===== src/rtl/fetch_stage_if.sv =====
// Fetch-stage signal bundle: instruction bus, execute redirect and the decode-side output register.
// master = fetch stage, slave = the bus/execute/decode environment around it.
interface fetch_stage_if;
    logic        ireq_valid;
    logic [63:0] ireq_addr;
    logic        iresp_data_ok;
    logic [31:0] iresp_data;
    logic        redirect_valid;
    logic [63:0] redirect_pc;
    logic        d_ready;
    logic        d_valid;
    logic [63:0] d_pc;
    logic [31:0] d_instr;

    modport master (
        output ireq_valid, ireq_addr, d_valid, d_pc, d_instr,
        input  iresp_data_ok, iresp_data, redirect_valid, redirect_pc, d_ready
    );

    modport slave (
        input  ireq_valid, ireq_addr, d_valid, d_pc, d_instr,
        output iresp_data_ok, iresp_data, redirect_valid, redirect_pc, d_ready
    );
endinterface


===== src/rtl/fetch_stage.sv =====
// Instruction fetch with single-entry IF/ID register; one bus request outstanding at a time.
// Latency: response in cycle t -> d_valid in t+1; zero-wait bus sustains one instruction per cycle.
// Backpressure: a request is only issued when the output slot will drain; stalled decode holds the output.
module fetch_stage #(
    parameter logic [63:0] RESET_PC = 64'h8000_0000
) (
    input  logic          clk,
    input  logic          reset,
    fetch_stage_if.master bus
);

    typedef enum logic {FETCH, DROP} state_t;

    typedef struct packed {
        logic [63:0] addr;
        logic [31:0] instr;
    } dec_t;

    state_t      state;
    logic [63:0] pc;
    logic [63:0] req_addr;
    logic        req_active;
    logic        d_valid_q;
    dec_t        d_q;

    logic        slot_free;
    logic        issue;
    logic        resp;

    assign slot_free = !d_valid_q || bus.d_ready;

    // A new request goes out only when nothing is pending and the response can land in a free slot.
    assign issue = !reset && (state == FETCH) && !req_active && !bus.redirect_valid && slot_free;
    assign resp  = bus.iresp_data_ok && (req_active || issue);

    assign bus.ireq_valid = !reset && (req_active || issue);
    assign bus.ireq_addr  = req_active ? req_addr : pc;
    assign bus.d_valid    = d_valid_q;
    assign bus.d_pc       = d_q.addr;
    assign bus.d_instr    = d_q.instr;

    always_ff @(posedge clk) begin
        if (reset) begin
            pc         <= RESET_PC;
            req_addr   <= RESET_PC;
            req_active <= 1'b0;
            state      <= FETCH;
            d_valid_q  <= 1'b0;
            d_q        <= '0;
        end else if (bus.redirect_valid) begin
            pc        <= bus.redirect_pc;
            d_valid_q <= 1'b0;
            // The in-flight fetch is stale: consume it now if it returns, otherwise wait it out in DROP.
            if (req_active && bus.iresp_data_ok) begin
                req_active <= 1'b0;
                state      <= FETCH;
            end else if (req_active) begin
                state <= DROP;
            end
        end else begin
            if (d_valid_q && bus.d_ready) begin
                d_valid_q <= 1'b0;
            end
            if (state == DROP) begin
                if (bus.iresp_data_ok) begin
                    req_active <= 1'b0;
                    state      <= FETCH;
                end
            end else if (resp) begin
                d_valid_q  <= 1'b1;
                d_q        <= '{addr: pc, instr: bus.iresp_data};
                pc         <= pc + 64'd4;
                req_active <= 1'b0;
            end else if (issue) begin
                req_active <= 1'b1;
                req_addr   <= pc;
            end
        end
    end

endmodule


===== src/flat_wrapper.sv =====
// flat-port wrapper written by rule: the top's interface ports become plain ports
module fetch_stage_flat 
#(
    parameter logic [63:0] RESET_PC = 64'h8000_0000
)
  (clk, reset, bus_ireq_valid, bus_ireq_addr, bus_d_valid, bus_d_pc, bus_d_instr, bus_iresp_data_ok, bus_iresp_data, bus_redirect_valid, bus_redirect_pc, bus_d_ready);
  fetch_stage_if bus_i ();
  input  logic clk;
  input  logic reset;
  output wire logic [$bits(bus_i.ireq_valid)-1:0] bus_ireq_valid;
  output wire logic [$bits(bus_i.ireq_addr)-1:0] bus_ireq_addr;
  output wire logic [$bits(bus_i.d_valid)-1:0] bus_d_valid;
  output wire logic [$bits(bus_i.d_pc)-1:0] bus_d_pc;
  output wire logic [$bits(bus_i.d_instr)-1:0] bus_d_instr;
  input wire logic [$bits(bus_i.iresp_data_ok)-1:0] bus_iresp_data_ok;
  input wire logic [$bits(bus_i.iresp_data)-1:0] bus_iresp_data;
  input wire logic [$bits(bus_i.redirect_valid)-1:0] bus_redirect_valid;
  input wire logic [$bits(bus_i.redirect_pc)-1:0] bus_redirect_pc;
  input wire logic [$bits(bus_i.d_ready)-1:0] bus_d_ready;
  assign bus_ireq_valid = bus_i.ireq_valid;
  assign bus_ireq_addr = bus_i.ireq_addr;
  assign bus_d_valid = bus_i.d_valid;
  assign bus_d_pc = bus_i.d_pc;
  assign bus_d_instr = bus_i.d_instr;
  assign bus_i.iresp_data_ok = bus_iresp_data_ok;
  assign bus_i.iresp_data = bus_iresp_data;
  assign bus_i.redirect_valid = bus_redirect_valid;
  assign bus_i.redirect_pc = bus_redirect_pc;
  assign bus_i.d_ready = bus_d_ready;
  fetch_stage #(.RESET_PC(RESET_PC)) u_core (.clk(clk), .reset(reset), .bus(bus_i));
endmodule

===== config.mk =====
export PLATFORM = sky130hd
export DESIGN_NAME = fetch_stage_flat
export DESIGN_NICKNAME = d
export VERILOG_FILES = /design/src/rtl/fetch_stage_if.sv /design/src/rtl/fetch_stage.sv /design/src/flat_wrapper.sv
export SDC_FILE = /design/constraint.sdc
export NUM_CORES = 1
export LEC_CHECK = 0
export ABC_AREA = 1
export CAP_MARGIN = 10
export CORE_UTILIZATION = 45
export CTS_CLUSTER_DIAMETER = 40
export DETAILED_ROUTE_END_ITERATION = 16
export PLACE_DENSITY = 0.72
export SYNTH_ARGS = -nofsm -noshare
export SYNTH_HDL_FRONTEND = slang
export SYNTH_SLANG_ARGS = --single-unit

===== constraint.sdc =====
create_clock -name clk -period 2.3 [get_ports clk]
set_input_delay 0.69 -clock clk [delete_from_list [all_inputs] [get_ports clk]]
set_output_delay 0.69 -clock clk [all_outputs]
set_load 0.005 [all_outputs]

# == Word level (Yosys, flattened, before mapping) ==
# Cells that the tools add are included.
# classes
reduce_logical,21
mux,18
bitwise_logic,3
n_eq_ne,4
n_addsub,1
# ops
operator,count
$mux 64,4
$add 64x3->64 const B,1
$mux 1,14
$logic_and 1x1->1,8
$reduce_and 3->1,2
$logic_not 1->1,4
$reduce_and 4->1,1
$reduce_bool 4->1,1
$ne 3x1->1 const B,1
$ne 3x3->1 const B,1
$not 1->1,3
$logic_or 1x1->1,2
$ne 2x1->1 const B,1
$ne 2x2->1 const B,1
$reduce_and 2->1,1
$reduce_bool 2->1,1
$reduce_or 2->1,1
# totals
inputBits,101
out_inout_bits,162
register_bits,227

# == Depth between registers and ports, before layout ==
# logic_depth
word_depth,10
depth_mapped,13
ltp_nobuf,13

# == Least setup slack after synthesis ==
# Ideal clock, no wire load.
# synth_path
path_kind,input to register
start,input port reset
end,register u_core.pc[16]
path_slack_ns,0.368
stages,11
t_arrival_ns,1.817
n_path_buf,2
path_cell_list,buf_2 -> inv_2 -> nand4_2 -> nand2_2 -> nand2_1 -> buf_4 -> clkinv_1 -> nand3_1 -> nand2_1 -> o21ai_0 -> inv_1
# synth_between
elab_chain_len,9
# synth_lines
element,line_no,source
"start, declared",flat_wrapper.sv:9,input logic reset;
$logic_not 1->1,fetch_stage.sv:33,assign issue = !reset && (state == FETCH) && !req_active && !bus.redirect_valid && slot_free;
$logic_and 1x1->1 (4 in series),fetch_stage.sv:33,
$logic_or 1x1->1,fetch_stage.sv:34,assign resp = bus.iresp_data_ok && (req_active || issue);
$logic_and 1x1->1,fetch_stage.sv:34,
$reduce_bool 2->1 (no source line),n/a,
$reduce_and 2->1 (no source line),n/a,
"end signal, assigned",fetch_stage.sv:51,pc <= bus.redirect_pc;
"end signal, assigned",fetch_stage.sv:72,pc <= pc + 64'd4;
"end, declared",fetch_stage.sv:20,logic [63:0] pc;
# Parallel ways exist; a longest one is shown, timed or not.
# A chain may end at the register's enable or synchronous reset.

# == Final worst setup path ==
# layout_path
start,register u_core.req_active
end,output port bus_ireq_addr[61]
# layout_between
elab_chain_len,1
# layout_lines
element,line_no,source
"start, declared",fetch_stage.sv:22,logic req_active;
"start signal, assigned",fetch_stage.sv:46,req_active <= 1'b0;
"start signal, assigned",fetch_stage.sv:55,req_active <= 1'b0;
"start signal, assigned",fetch_stage.sv:66,req_active <= 1'b0;
$mux 64,fetch_stage.sv:37,assign bus.ireq_addr = req_active ? req_addr : pc;
"end, declared",flat_wrapper.sv:11,output wire logic [$bits(bus_i.ireq_addr)-1:0] bus_ireq_addr;
# No other way between the ends.

==> out/metrics.yaml <==
logic_synthesis:
  syn_nets: 1728
  synthDominantCellAreaShare: 0.421
  synth.largest_area_cell: "dfxtp_1"
  synth-seq-cells: 227
  synth-edff-count: 0
  synthMostInstantiatedCell: "nand2_1"
  yosys.area_share.simple: 0.272
  synth-compound-area-share: 0.206
  ys_seq_area_frac: 0.421
  synth_cell_type_count: 36
  yosys-mux-area-fraction: 0
  synth-warning-count: 0
  synth_area_sq_um: 10800
  synth_top_family_by_area: "simple AND/OR/NAND/NOR gates"
  synth-adder-area-share: 0.00116
  netlist_top_cells_area: "dfxtp_1 (42%), nand2_1 (14%), o21ai_0 (10%), a21oi_1 (7.5%), nor2_1 (5.7%)"
  synthArstFlopShare: 0
  postSynthCellCount: 1626
  synth_xor_area_frac: 0.00568
  syn_avg_cell_area_sq_um: 6.64
  synth_commonest_cells: "nand2_1 (410), dfxtp_1 (227), o21ai_0 (223)"
  synthFlopType: "dfxtp_1"
placed_design:
  dpl-instance-area_sq_um: 14100
  gp_congestion: 0.935
  port_buffers: 262
  dp_hpwl_um: 26200
power_and_ir_drop:
  irDropWorstVdd_mv: 0.544
  p_per_area_nw_per_um2: 704
  leakagePower_nw: 6.62
  p_total_w: 0.0113
floorplanning:
  io_pins: 263
  core-area_sq_um: 23500
  initial_utilization: 0.460
  die_w_um: 157
  fp.dieH_um: 157
  rows: 56
  die_area_sq_um: 24600
final_layout:
  nNetsFinal: 2041
  layout-drive-gt1-share: 0.167
  multi_input_area_sq_um: 5600
  final_util: 0.682
  final.fill_count: 1970
  design_area_sq_um: 16000
  area_growth_pct: 48.2
  regArea_sq_um: 4550
global_route:
  grt.total_usage: 0.314
  grt_pass1_vias: 11500
  antenna_found_initial: 1
  grt_pass1_wl_um: 60500
  globalRouteOverflowTotal: 0
  grt_max_degree: 84
run:
  cap_violations: 0
sta:
  relSlewSlack: 0.452
  hold_ws_ns: 0.461
  setup_tns_ns: -1.12
  fmax_mhz: 419
  skew_ns: 0.0196
  finalMaxSlewViolations: 0
  layout_setup_ws_ns: -0.0849
  grt_setup_unrepaired: "true"
  post-route-period-util: 1.04
  fin_crit_ns: 2.38
  hold_viol_final: 0
  setup_viol: 23
  worst_slew_pin_slew_ns: 0.822
critical_path:
  critPathLaunchType: "register"
  end_kind: "output pin"
  arrival_ns: 1.69
  crit_type: "reg2out"
  crit_fanout: 5
  crit_required_ns: 1.61
clock_tree:
  clock_latency_ns: 0.51
  clk_pin_slew_ns: 0.05
  ctsHoldBuffers: 0
  numCtsBuffers: 34
  clk_path_buf_depth: 3
  tritoncts: "built"
  cts.root.buffer_cell: "clkbuf_16"
  cts.sinks: 227
  htree_levels: 2
status:
  status: "complete, but fails checks"
  violations: "negative setup slack"
hold_path:
  hold_path.class: "reg2reg"
detailed_routing:
  avgRoutedWirePerCell_um: 17.8
  drc_errors: 0
  wirelength_um: 40700
  avgViaCountPerCell: 5.42
  drtAntennaViolNets: 0
  drt_first_pass_iters: 5
  dr.first_iter.drc_count: 882
  via_count: 12400
worst max-delay path, stage by stage, from the launching register on:
cell	delay, ns
dfxtp_4	0.38
buf_12	0.14
buf_12	0.13
buf_16	0.14
clkbuf_16	0.16
o21ai_2	0.11
buf_2	0.12
where the power goes:
part	total (W)	internal [W]	switching, W
combinational	0.00137	0.000659	0.000707
clock	0.00562	0.00363	0.00199
sequential	0.00427	0.00412	0.000147
total	0.0113	0.00841	0.00285
flip-flops by register name (all words and copies together), names as in the netlist:
register / count
u_core.bus.d_pc: 64
u_core.bus.d_valid: 1
u_core.req_active: 1
u_core.req_addr: 64
u_core.bus.d_instr: 32
u_core.state: 1
u_core.pc: 64
stage by stage:
step           std cells  worst slack [ns]
6_report            2285           -0.0849
3_5_place_dp        2191            -0.486
5_1_grt             2284            -0.111
2_1_floorplan       1626             0.368
3_3_place_gp        2191            -0.482
4_1_cts             2272            -0.187
cell families after synthesis:
| group | count (synthesis) |
|---|---|
| DFF | 227 |
| AOI/OAI and AO/OA | 427 |
| and+or+nand+nor | 714 |
| buffers and inverters | 250 |
| adders and majority gates | 1 |
| xor gates and xnor gates | 7 |
cell type report:
| cell class | count | share of cell area |
|---|---|---|
| Inverter | 156 | 0.0374 |
| Tap cell | 319 | 0.0250 |
| Multi-Input combinational cell | 1149 | 0.350 |
| Timing Repair Buffer | 371 | 0.225 |
| Clock buffer | 43 | 0.0612 |
| Sequential cell | 227 | 0.284 |
| Clock inverter | 19 | 0.0164 |
| Antenna cell | 1 | 0.000156 |
repair_timing:
item                       4_1_cts  5_1_grt
setup endpoints to repair       65       68
setup buffers                   14        8
cloned                           5        6
resized for setup              292      124
pin swaps                       15       28
layout by cell type (no fill, tap or decap), drive strengths merged:
cell | Yosys | routed
a211oi | 4 | 4
a21oi | 162 | 162
a22oi | 1 | 1
a31oi | 18 | 18
and2 | 2 | 2
and3 | 1 | 1
buf | 41 | 157
bufinv | 0 | 5
clkbuf | 53 | 57
clkdlybuf4s50 | 0 | 195
clkinv | 2 | 7
clkinvlp | 0 | 4
dfxtp | 227 | 227
diode | 0 | 1
dlygate4sd2 | 0 | 1
dlymetal6s2s | 0 | 4
ha | 1 | 1
inv | 154 | 159
nand2 | 413 | 413
nand3 | 91 | 91
nand3b | 1 | 1
nand4 | 17 | 17
nor2 | 175 | 175
nor3 | 13 | 13
nor4 | 1 | 1
o211a | 1 | 1
o211ai | 15 | 15
o21ai | 225 | 225
o221ai | 1 | 1
xor2 | 7 | 7
routing by layer:
layer | track usage | wire (um) | vias to the layer above | part of all wire
met3 | 0.0665 | 3500 | 94 | 0.086
met4 | 0.105 | 1230 | 2 | 0.030
met1 | 0.393 | 16800 | 5799 | 0.41
li1 | - | - | 5963 | -
met5 | 0 | 13 | - | 0.00032
met2 | 0.532 | 19100 | 531 | 0.47
path summary, 6_finish.rpt:
path	start	end	slack [ns]	cells past startpoint
min reg2reg	u_core.bus.d_instr[8]	u_core.bus.d_instr[8]	0.46	2
max	u_core.req_active	bus_ireq_addr[61]	-0.08	6
min	u_core.bus.d_instr[8]	u_core.bus.d_instr[8]	0.46	2
max reg2reg	u_core.pc[2]	u_core.pc[28]	0.10	11
(Power assumes the default switching activity.)
